[src/rtl/reindeer_instruction_fetch.sv]
// Instruction fetch stage: single-outstanding memory reads, redirect/squash handling, one beat per word to decode.
// Optional misaligned-redirect trap enabled by defining REINDEER_FETCH_MISALIGN_CHECK_EN.
module reindeer_instruction_fetch #(
   parameter int unsigned XLEN        = 32,
   parameter int unsigned PC_BITWIDTH = 32
) (
   input  logic                   clk,
   input  logic                   sync_reset,
   input  logic                   fetch_init,
   input  logic [PC_BITWIDTH-1:0] start_addr,
   input  logic                   fetch_enable,
   input  logic                   jump_active,
   input  logic [PC_BITWIDTH-1:0] jump_addr,
   output logic                   mem_read_req,
   output logic [PC_BITWIDTH-1:0] mem_read_addr,
   input  logic                   mem_read_ack,
   input  logic [XLEN-1:0]        mem_read_data,
   output logic                   enable_out,
   output logic [XLEN-1:0]        IR_out,
   output logic [PC_BITWIDTH-1:0] PC_out,
   output logic                   exception_instr_addr_misaligned
);

   typedef enum logic {S_IDLE, S_WAIT} state_t;

   state_t                 state_q, state_d;
   logic [PC_BITWIDTH-1:0] pc_q, pc_d;
   logic                   squash_q, squash_d;
   logic                   req_q, req_d;
   logic [PC_BITWIDTH-1:0] addr_q, addr_d;
   logic                   enable_q, enable_d;
   logic [XLEN-1:0]        ir_q, ir_d;
   logic [PC_BITWIDTH-1:0] pc_out_q, pc_out_d;

   logic                   redirect_c;
   logic [PC_BITWIDTH-1:0] target_c;
   logic                   load_pc_c;

   // Redirect decode: fetch_init wins over jump_active.
   always_comb begin
      redirect_c = fetch_init | jump_active;
      target_c   = fetch_init ? start_addr : jump_addr;
   end

`ifdef REINDEER_FETCH_MISALIGN_CHECK_EN
   logic misalign_c;
   logic exc_q, exc_d;

   always_comb begin
      misalign_c = redirect_c & (target_c[1:0] != 2'b00);
      load_pc_c  = redirect_c & ~misalign_c;
      exc_d      = misalign_c;
   end

   always_ff @(posedge clk) begin
      if (sync_reset) exc_q <= 1'b0;
      else            exc_q <= exc_d;
   end

   assign exception_instr_addr_misaligned = exc_q;
`else
   always_comb begin
      load_pc_c = redirect_c;
   end

   assign exception_instr_addr_misaligned = 1'b0;
`endif

   // Next-state and output logic.
   always_comb begin
      state_d  = state_q;
      pc_d     = pc_q;
      squash_d = squash_q;
      req_d    = req_q;
      addr_d   = addr_q;
      enable_d = 1'b0;
      ir_d     = ir_q;
      pc_out_d = pc_out_q;

      unique case (state_q)
         S_IDLE: begin
            if (redirect_c) begin
               if (load_pc_c) pc_d = target_c;
            end else if (fetch_enable) begin
               req_d   = 1'b1;
               addr_d  = pc_q;
               state_d = S_WAIT;
            end
         end
         S_WAIT: begin
            if (mem_read_ack) begin
               req_d   = 1'b0;
               state_d = S_IDLE;
               if (!squash_q && !redirect_c) begin
                  ir_d     = mem_read_data;
                  pc_out_d = addr_q;
                  enable_d = 1'b1;
                  pc_d     = addr_q + PC_BITWIDTH'(4);
               end else begin
                  squash_d = 1'b0;
                  if (load_pc_c) pc_d = target_c;
               end
            end else if (redirect_c) begin
               // Request stays up; the returning word is dropped later.
               squash_d = 1'b1;
               if (load_pc_c) pc_d = target_c;
            end
         end
         default: state_d = S_IDLE;
      endcase
   end

   always_ff @(posedge clk) begin
      if (sync_reset) begin
         state_q  <= S_IDLE;
         pc_q     <= '0;
         squash_q <= 1'b0;
         req_q    <= 1'b0;
         addr_q   <= '0;
         enable_q <= 1'b0;
         ir_q     <= '0;
         pc_out_q <= '0;
      end else begin
         state_q  <= state_d;
         pc_q     <= pc_d;
         squash_q <= squash_d;
         req_q    <= req_d;
         addr_q   <= addr_d;
         enable_q <= enable_d;
         ir_q     <= ir_d;
         pc_out_q <= pc_out_d;
      end
   end

   assign mem_read_req  = req_q;
   assign mem_read_addr = addr_q;
   assign enable_out    = enable_q;
   assign IR_out        = ir_q;
   assign PC_out        = pc_out_q;

endmodule

[config.mk]
export PLATFORM = sky130hd
export DESIGN_NAME = reindeer_instruction_fetch
export DESIGN_NICKNAME = d
export VERILOG_FILES = /design/src/rtl/reindeer_instruction_fetch.sv
export SDC_FILE = /design/constraint.sdc
export NUM_CORES = 1
export LEC_CHECK = 0
export ABC_CLOCK_PERIOD_IN_PS = 3900
export BUFFER_PORTS_ARGS = -buffer_cell sky130_fd_sc_hd__buf_2
export CORE_ASPECT_RATIO = 0.5
export CORE_UTILIZATION = 45
export DETAILED_ROUTE_END_ITERATION = 8
export PLACE_DENSITY = 0.71
export SLEW_MARGIN = 15
export SYNTH_ARGS = -nofsm -noshare
export SYNTH_HDL_FRONTEND = slang
export SYNTH_SLANG_ARGS = --single-unit
[constraint.sdc]
create_clock -name clk -period 3.9 [get_ports clk]
set_clock_uncertainty 0.15 [all_clocks]
set_input_delay 0.39 -clock clk [delete_from_list [all_inputs] [get_ports clk]]
set_output_delay 0.39 -clock clk [all_outputs]
set_load 0.01 [all_outputs]
==> reports/results.tsv <==
metric	value	unit
max-cap-violations	0	
netlist_area	5773	um^2
grt_pass1_vias	5040	
clk_pin_slew_worst_paths	60	ps
cts_buffers	17	
ys_async_sr_fraction	0	%
first_pass_iters	5	
cts_max_path_buffers	2	
worst_pin_slew	1123	ps
numClockSinks	132	
relSlewSlack	24.47	%
via_count	5534	
synth_area_per_cell	8.085	um^2
synth_seq_cells	132	
via_per_inst	5.231	
yosys_warnings	0	
hold_slack	56.46	ps
max_freq	0.3991	GHz
post-synth-top-count-cell	nand2_1	
synth.distinct_cells	36	
yosysTopAreaCellShare	45.77	%
cts_resized	0	
synthCells	714	
final_nets	983	
syn2layout_area_growth	28.70	%
antenna_found_initial	0	
synth_edf_count	0	
synthFlopType	dfxtp_1	
crit_fanout	61	
antennaDiodeCount	0	
grt_overflow_total	0	
grt_pass1_wl	25.25	mm
clkLatencyLatePin	410	ps
layout_min_cycle_time	2505	ps
avgRoutedWirePerCell	15.17	um
synth-simple-area-share	20.87	%
muxShareOfSynthArea	8.084	%
grt_setup_unrepaired	no	
critPathArrivalTime	2710	ps
synthTopCellsByArea	dfxtp_1 (46%), nand2_1 (14%), a21oi_1 (10%)	
initial_core_util	47.49	%
drv_slew	0	
fin_crit_sh	64.24	%
cp-end-kind	register	
rows	28	
synth-compound-area-share	16.02	%
cts_tree	built	
yosysTopAreaCell	dfxtp_1	
drc	0	
synth_top_family_by_area	simple AND/OR/NAND/NOR gates	
die_w	162.2	um
ant_nets	0	
ios	201	
synth_fa_ha_area_share	0.2167	%
dieArea	13310	um^2
cts-root-buf	clkbuf_16	
syn_nets	817	
p_leak	3.139	nW
status	complete, no violations	
dieHeight	82.09	um
core_area	12160	um^2
irDropWorstVdd	0.0002365	V
powerDensity	442.9	nW/um^2
drtIter0Drc	439	
place_hpwl	10.84	mm
synth_xor_area_share	4.248	%
critPathLaunchType	register	
criticalPathCategory	register to register	
htreeDepth	4	
cp.required	4110	ps
hp-class	input pin to register	
grt_max_degree	62	
groute.usage.overall	24.28	%
drive_above_1_share	29.34	%
routabilityCongestion	0.8204	
setup_viol	0	
yosys-top-cells-count	nand2_1 (208), dfxtp_1 (132), a21oi_1 (115)	
routed_wl	16.05	mm
io_buffers	199	
post_cts_buffers	0	
tns	0	ps
yosysSeqAreaShare	45.77	%
postCtsHoldBufs	0	
hold_viol_final	0	
## metrics by stage
step	worst slack [ps]	cells	cell area, um^2	util [%]	total power [W]
2_1_floorplan	1814	714	5773	-	0.001566
4_1_cts	1383	1058	7430	61.12	0.003306
3_5_place_dp	1398	1026	6810	56.02	0.001659
6_report	1395	1058	7430	61.12	0.003291
5_1_grt	1216	1058	7430	61.12	0.003401
3_3_place_gp	1419	1026	6810	56.02	0.001654
## power by group
group | internal (W) | total, W | switching, W
Clock | 0.00106 | 0.00166 | 0.000605
Sequential | 0.00138 | 0.00141 | 0.0000282
Combinational | 0.000106 | 0.000221 | 0.000115
## worst max-delay path, cell delays in order (launching register included)
cell	delay, ps
dfxtp_1	460
nand2_1	150
or4_2	850
buf_4	430
nor2_1	240
a21o_1	140
## worst paths after layout
kind / slack, ps / end / startpoint / depth (start not counted)
setup / recovery: 1390 / pc_q[31] / state_q / 5
hold / removal: 60 / mem_read_req / mem_read_ack / 2
setup reg to reg: 1390 / pc_q[31] / state_q / 5
hold reg to reg: 300 / mem_read_addr[11] / pc_q[11] / 2
## cell type report
type / instances / area [um^2]
Multi-Input combinational cell: 517 / 2877
Clock inverter: 12 / 152.6
Tap cell: 165 / 206.4
Fill cell: 1136 / 4727
Timing Repair Buffer: 209 / 1074
Sequential cell: 132 / 2643
Inverter: 3 / 11.26
Clock buffer: 20 / 466.7
## registers in the layout (all words and copies together), names as in the netlist
signal / count
mem_read_req: 1
PC_out: 32
mem_read_addr: 32
IR_out: 32
pc_q: 32
squash_q: 1
enable_out: 1
state_q: 1
## placed cells by master, fill, tap and decap left out, types with 11 or more instances in the layout
cell type  Yosys  final
a211oi_1      28     28
a21o_1        14     14
a21oi_1      115    115
buf_2         16    198
buf_4          2     11
clkbuf_16      0     17
dfxtp_1      132    132
mux2_2        13     13
mux2i_1       32     32
nand2_1      208    208
nor2_1        22     22
xnor2_1       17     17
xor2_1        11     11
## logic make-up (layout without fill, tap and decap cells)
family	Yosys count	count (layout)
AO/OA/AOI/OAI	163	163
flip-flops	132	132
multiplexers	45	45
AND/OR/NAND/NOR	279	279
other	1	1
adder cells (fa/ha/maj)	1	1
XOR/XNOR	28	28
buffers and inverters	65	244
## per-layer routing
metal / GRT usage, % / up-vias / part of all wire (%)
li1: - / 2767 / -
met1: 30.36 / 2595 / 45
met2: 41.59 / 154 / 48
met3: 6.194 / 18 / 6.0
met4: 7.925 / 0 / 1.2
met5: 0 / - / 0
No activity file was read; power rests on OpenSTA's default activity.
